File: config.mk
export PLATFORM = sky130hd
export DESIGN_NAME = biriscv_mul_arbiter
export DESIGN_NICKNAME = d
export VERILOG_FILES = /design/src/rtl/biriscv_mul_arbiter.sv
export SDC_FILE = /design/constraint.sdc
export NUM_CORES = 1
export LEC_CHECK = 0
export CELL_PAD_IN_SITES_DETAIL_PLACEMENT = 2
export CELL_PAD_IN_SITES_GLOBAL_PLACEMENT = 2
export CORE_MARGIN = 8
export CORE_UTILIZATION = 13
export CTS_BUF_LIST = sky130_fd_sc_hd__clkbuf_4 sky130_fd_sc_hd__clkbuf_8 sky130_fd_sc_hd__clkbuf_16
export DETAILED_ROUTE_END_ITERATION = 6
export PLACE_DENSITY = 0.82
export SYNTH_ARGS = -nofsm -noshare
export SYNTH_HDL_FRONTEND = slang
export SYNTH_SLANG_ARGS = --single-unit
export TNS_END_PERCENT = 50
File: constraint.sdc
create_clock -name clk_i -period 1.2 [get_ports clk_i]
set_clock_uncertainty 0.1 [all_clocks]
set_input_delay 0.24 -clock clk_i [delete_from_list [all_inputs] [get_ports clk_i]]
set_output_delay 0.24 -clock clk_i [all_outputs]
set_load 0.005 [all_outputs]
File: src/rtl/biriscv_mul_arbiter.sv
// Shares one pipelined multiplier between the two issue slots and routes each result back to its slot.
// Optional build macro MUL_ARB_PERF_EN adds grant and conflict counters (perf_ops_o, perf_conflicts_o).
module biriscv_mul_arbiter #(
  parameter int MULT_STAGES = 2,
  parameter int RD_W        = 5
) (
  input  logic            clk_i,
  input  logic            rst_ni,
  input  logic            req0_valid_i,
  input  logic [RD_W-1:0] req0_rd_i,
  input  logic            req1_valid_i,
  input  logic [RD_W-1:0] req1_rd_i,
  input  logic            hold_i,
  input  logic            flush_i,
  input  logic [31:0]     mul_result_i,
  output logic            grant0_o,
  output logic            grant1_o,
  output logic            stall0_o,
  output logic            stall1_o,
  output logic            mul_valid_o,
  output logic            mul_sel_o,
  output logic            wb_valid_o,
  output logic            wb_slot_o,
  output logic [RD_W-1:0] wb_rd_o,
  output logic [31:0]     wb_value_o,
  output logic            busy_o
`ifdef MUL_ARB_PERF_EN
  ,
  output logic [31:0]     perf_ops_o,
  output logic [31:0]     perf_conflicts_o
`endif
);

  localparam int LAST = MULT_STAGES - 1;

  // Handshake: a slot holds reqN_valid_i until it sees grantN_o in the same
  // cycle; stallN_o tells it the request was not taken and must be re-presented.

  logic            rr_ptr;     // slot favoured on the next contested cycle
  logic            contested;
  logic            active;
  logic            issue_rd_sel;
  logic [RD_W-1:0] issue_rd;

  logic [MULT_STAGES-1:0] sh_valid;
  logic [MULT_STAGES-1:0] sh_slot;
  logic [RD_W-1:0]        sh_rd [MULT_STAGES];

  assign contested = req0_valid_i & req1_valid_i;
  assign active    = ~hold_i & ~flush_i;

  always_comb begin
    grant0_o = 1'b0;
    grant1_o = 1'b0;
    stall0_o = 1'b0;
    stall1_o = 1'b0;
    if (flush_i) begin
      // squash cycle: nothing issues and nobody is told to retry
    end else if (hold_i) begin
      stall0_o = req0_valid_i;
      stall1_o = req1_valid_i;
    end else if (contested) begin
      if (rr_ptr) begin
        grant1_o = 1'b1;
        stall0_o = 1'b1;
      end else begin
        grant0_o = 1'b1;
        stall1_o = 1'b1;
      end
    end else begin
      grant0_o = req0_valid_i;
      grant1_o = req1_valid_i;
    end
  end

  assign mul_valid_o  = grant0_o | grant1_o;
  assign mul_sel_o    = grant1_o;
  assign issue_rd_sel = grant1_o;
  assign issue_rd     = issue_rd_sel ? req1_rd_i : req0_rd_i;

  // Pointer only moves on a contested grant, so a lone requester never
  // steals the other slot's turn.
  always_ff @(posedge clk_i or negedge rst_ni) begin
    if (!rst_ni) begin
      rr_ptr <= 1'b0;
    end else if (active && contested) begin
      rr_ptr <= ~grant1_o;
    end
  end

  always_ff @(posedge clk_i or negedge rst_ni) begin
    if (!rst_ni) begin
      sh_valid <= '0;
      sh_slot  <= '0;
      for (int i = 0; i < MULT_STAGES; i++) begin
        sh_rd[i] <= '0;
      end
    end else if (flush_i) begin
      sh_valid <= '0;
    end else if (!hold_i) begin
      sh_valid[0] <= mul_valid_o;
      sh_slot[0]  <= grant1_o;
      sh_rd[0]    <= issue_rd;
      for (int i = 1; i < MULT_STAGES; i++) begin
        sh_valid[i] <= sh_valid[i-1];
        sh_slot[i]  <= sh_slot[i-1];
        sh_rd[i]    <= sh_rd[i-1];
      end
    end
  end

  // A result emerging during a flush belongs to squashed work.
  assign wb_valid_o = sh_valid[LAST] & ~flush_i;
  assign wb_slot_o  = sh_slot[LAST];
  assign wb_rd_o    = sh_rd[LAST];
  assign wb_value_o = mul_result_i;
  assign busy_o     = |sh_valid;

`ifdef MUL_ARB_PERF_EN
  always_ff @(posedge clk_i or negedge rst_ni) begin
    if (!rst_ni) begin
      perf_ops_o       <= '0;
      perf_conflicts_o <= '0;
    end else begin
      if (mul_valid_o) begin
        perf_ops_o <= perf_ops_o + 32'd1;
      end
      if (contested && !hold_i) begin
        perf_conflicts_o <= perf_conflicts_o + 32'd1;
      end
    end
  end
`endif

endmodule

# Word-level counts from Yosys, hierarchy flattened
# Index checks and enable logic that the tools add are counted.
dict set report totals {
  regBits 15
  in_bits 48
  output_inout_bits 46
  wordCells 33
}
dict set report op_classes {
  eq_ne 1
  muxes 17
  n_bitwise 7
  n_reduce_logical 3
}
# op n
set ops {}
lappend ops {{two-way mux 1 bit} 14}
lappend ops {{two-way mux 5 bit} 1}
lappend ops {{two-way mux 2 bit} 2}
lappend ops {{bitwise AND 1 bit} 3}
lappend ops {{NOT 1 bit} 3}
lappend ops {{inequality test 2 x 1 -> 1 bit, second input constant} 1}
lappend ops {{AND reduction 2 bit} 1}
lappend ops {{OR reduction 2 bit} 1}
lappend ops {{logical AND 1 bit} 1}
lappend ops {{bitwise OR 1 bit} 1}

# Depth between registers and ports, before layout
dict set report depth {
  ltp_word 7
  depth_mapped 5
  depth_no_buf 3
}

# Worst setup path before layout
# Ideal clock, no wire load.
dict set report synth_path {
  kind {input port to output port}
  from {in hold_i}
  to {out mul_sel_o}
  arrival_time_ns 0.998
  t_required_ns 0.860
  slack_ns -0.138
  path_stages 5
  path_cell_list {or2_1 buf_6 buf_8 nor2_1 buf_4}
}
dict set report synth_via {
  elab_chain_cells 2
}
# item line_no
set synth_rtl {}
lappend synth_rtl {{start, declared} 13} ;# input logic hold_i,
lappend synth_rtl {{two-way mux 1 bit} 59} ;# end else if (hold_i) begin
lappend synth_rtl {{two-way mux 1 bit} 57} ;# if (flush_i) begin
lappend synth_rtl {{end, declared} 21} ;# output logic mul_sel_o,
# No other way between the ends.

# Worst setup path in the final report
dict set report layout_path {
  from {reg rr_ptr}
  to {out stall0_o}
}
dict set report layout_via {
  elab_chain_cells 4
}
# item line_no
set layout_rtl {}
lappend layout_rtl {{start, declared} 39} ;# logic rr_ptr;
lappend layout_rtl {{start signal, assigned} 87} ;# rr_ptr <= ~grant1_o;
lappend layout_rtl {{two-way mux 1 bit} 63} ;# if (rr_ptr) begin
lappend layout_rtl {{two-way mux 1 bit} 62} ;# end else if (contested) begin
lappend layout_rtl {{two-way mux 1 bit} 59}
lappend layout_rtl {{two-way mux 1 bit} 57}
lappend layout_rtl {{end, declared} 18} ;# output logic stall0_o,
# No other way between the ends.

==> results by group <==
Status
  • Outcome: finished with violations
  • Violated checks: setup timing

Synthesis
  • Syn avg cell area: 9.233 um^2
  • Ranking of synthesized cells by area: dfrtp_1 38%, buf_4 29%, mux2_2 5.6%
  • Syn Std Cell Area: 997.2 um^2
  • Synth Flop Type: dfrtp_1
  • Sequential fraction of the synthesis area: 37.64%
  • Mapped Nets: 156
  • Synth warn: 0
  • Commonest cells post-synth: 38 x buf_4, 15 x dfrtp_1, 11 x nor2_1
  • Count leader, synth: buf_4
  • EDFF count, synth: 0
  • Area leader, netlist: dfrtp_1
  • Top-area cell type share of the netlist area: 37.64%
  • Distinct cells, synth: 22
  • Synthesized instance count: 108
  • Fraction of registers with async set/reset: 100.0%
  • Synthesized flop and latch total: 15

Global route
  • GRT busiest layer: met2
  • Grt met2 use: 9.853%
  • Gr ovfl total: 0
  • Met1 GRT Util: 6.415%
  • Gr usage total: 5.867%
  • Initial antenna violation count: 0
  • Largest net degree at the start of global routing: 16
  • Met3 usage in global routing: 2.230%
  • Vias in the first global route: 926
  • Global-route wire length before repair: 5.064 mm

Layout
  • Area delta synth->final: 40.78%
  • # fillers: 850
  • Reg area: 376.6 um^2
  • Proportion of layout cells with a drive suffix above 1: 53.91%
  • ANT cells: 0
  • Final nets: 177
  • Final core occ: 18.55%
  • Multi-input logic area: 389.1 um^2

Placed design
  • Place WS: -0.9280 ns
  • Hpwl dp: 2.414 mm
  • Port Buffers: 29
  • GPL Wtd Cong: 0.6892

Clock tree
  • Clock buffer depth: 2
  • CTS root buffer: clkbuf_8
  • Hold buffer count at cts: 0
  • CTS tree: done
  • CTS sink cnt: 15
  • H-tree lvl count: 1
  • Reg clk slew, reported paths: 0.06 ns
  • Worst skew pair latency: 0.25 ns
  • CTS Buf Count: 3

Routing
  • Antenna Nets Post-Route: 0
  • Drt wl/cell: 13.90 um
  • Initial DRC Count: 7
  • Vias: 789
  • DR DRC count: 0
  • Via density: 3.430
  • Final WL: 3.197 mm
  • Router iterations before antenna repair: 4

Worst setup path
  • Crit-path cells: buf_6 > a21oi_4 > nor3b_2 > buf_2
  • Slowest CP cell: dfrtp_2
  • CP max stage delay: 0.45 ns
  • Worst EP arrival: 1.16 ns
  • Setup crit end kind: output pin
  • Worst reg2reg endpoint: sh_rd[5]
  • R2R Setup Slk: -0.20 ns
  • Required time worst endpoint: 0.86 ns
  • Setup CP Type: flop to output pin
  • Critical path peak fanout: 4
  • Startpoint Class: flop
  • CP Buf/Inv Count: 2
  • CP delay by family, top: flip-flops
  • Number of cells on the worst reg-to-reg path: 6
  • Reg-to-Reg Start: rr_ptr

Die
  • Chip width: 103.6 um
  • Starting Density: 13.18%
  • # rows: 32
  • Core area: 0.007567 mm^2
  • Die Y: 103.6 um
  • Die ar.: 0.01073 mm^2
  • I/O pin total: 94

Timing
  • Final WS setup: -0.2978 ns
  • F_max: 667.6 MHz
  • Worst-Margin Slew: 0.2213 ns
  • Period minus WS final: 1.498 ns
  • Slew headroom: 85.25%
  • Final hold violation count: 0
  • Unrepaired setup endpoints after global routing: yes
  • Final worst path period share: 124.8%
  • Final Max Slew Viols: 0
  • Final Setup Violations: 13

Hold path
  • End of the worst hold path: sh_valid[1]
  • HP Class: input port to flop
  • Hold depth: 2
  • HP Start: flush_i

Power and ir drop
  • LEAKAGE: 0.6048 nW
  • Max IR drop VDD: 0.3043 mV
  • PwrDens: 1340 mW/mm^2

Run
  • Max-cap violation count: 0
## cell type report
| cell class | count | share of cell area, % |
|---|---|---|
| clock buffers | 4 | 3.476 |
| inverters | 1 | 0.2674 |
| multi-input cells | 51 | 27.72 |
| flip-flops and latches | 15 | 26.83 |
| well taps | 102 | 9.091 |
| repair buffers | 57 | 32.62 |
## cell usage in the layout, fill, tap and decap left out, types with 4 or more instances in the layout
| master | n |
|---|---|
| buf_2 | 11 |
| a31oi_1 | 4 |
| clkdlybuf4s50_1 | 11 |
| buf_6 | 7 |
| mux2_2 | 5 |
| a21oi_1 | 5 |
| nor2_1 | 7 |
| dfrtp_1 | 14 |
| o21ai_0 | 7 |
| buf_4 | 23 |
## per-layer routing
layer | vias to the layer above | share of wire, %
li1 | 360 | -
met1 | 387 | 41
met2 | 32 | 49
met3 | 10 | 8.8
met4 | 0 | 1.4
met5 | - | 0
## report_power, final
| group | leakage [nW] | total, W | internal, W | switching [W] |
|---|---|---|---|---|
| clock | 0.0262 | 0.000444 | 0.000258 | 0.000186 |
| sequential | 0.174 | 0.000702 | 0.000622 | 0.0000795 |
| combinational | 0.405 | 0.000736 | 0.000452 | 0.000283 |
| total | 0.605 | 0.00188 | 0.00133 | 0.000549 |
## timing repair
item | in CTS | in global routing
pin swaps | 15 | 2
resized for setup | 85 | 6
buffers inserted | 6 | 4
endpoints found under the setup margin | 28 | 15
## flip-flops by register name, summed over array words and instances, names as in the netlist
register  cells
wb_rd_o       5
sh_valid      2
sh_slot       2
sh_rd         5
rr_ptr        1
## worst max-delay path by stage
stage / end / from / cells past startpoint / slack (ns)
2_1_floorplan: mul_sel_o / hold_i / 5 / -0.05
3_3_place_gp: mul_valid_o / hold_i / 4 / -0.88
3_5_place_dp: stall0_o / hold_i / 5 / -0.93
4_1_cts: stall1_o / rr_ptr / 4 / -0.34
5_1_grt: stall0_o / rr_ptr / 4 / -0.35
6_report: stall0_o / rr_ptr / 4 / -0.30
## metrics by stage
stage	setup TNS, ns	hold WS, ns	cells	instance area, um^2	power [W]
2_1_floorplan	-0.07122	-0.1556	108	1016	0.001061
5_1_grt	-3.142	0.06822	230	1404	0.001998
3_5_place_dp	-14.55	0.3800	216	1250	0.001305
3_3_place_gp	-13.57	0.3705	216	1250	0.001279
4_1_cts	-1.997	0.05909	226	1358	0.001841
6_report	-2.490	0.06617	230	1404	0.001882
## logic make-up (layout without fill, tap and decap cells)
kind of cell | Yosys count | after routing | share of synthesized area [%]
xor+xnor | 1 | 1 | 0.8785
flops | 15 | 15 | 37.64
buf+inv | 42 | 62 | 31.99
mux | 7 | 7 | 8.155
simple gates | 24 | 24 | 11.17
compound gates | 19 | 19 | 10.16
No activity file was read; power rests on OpenSTA's default activity.
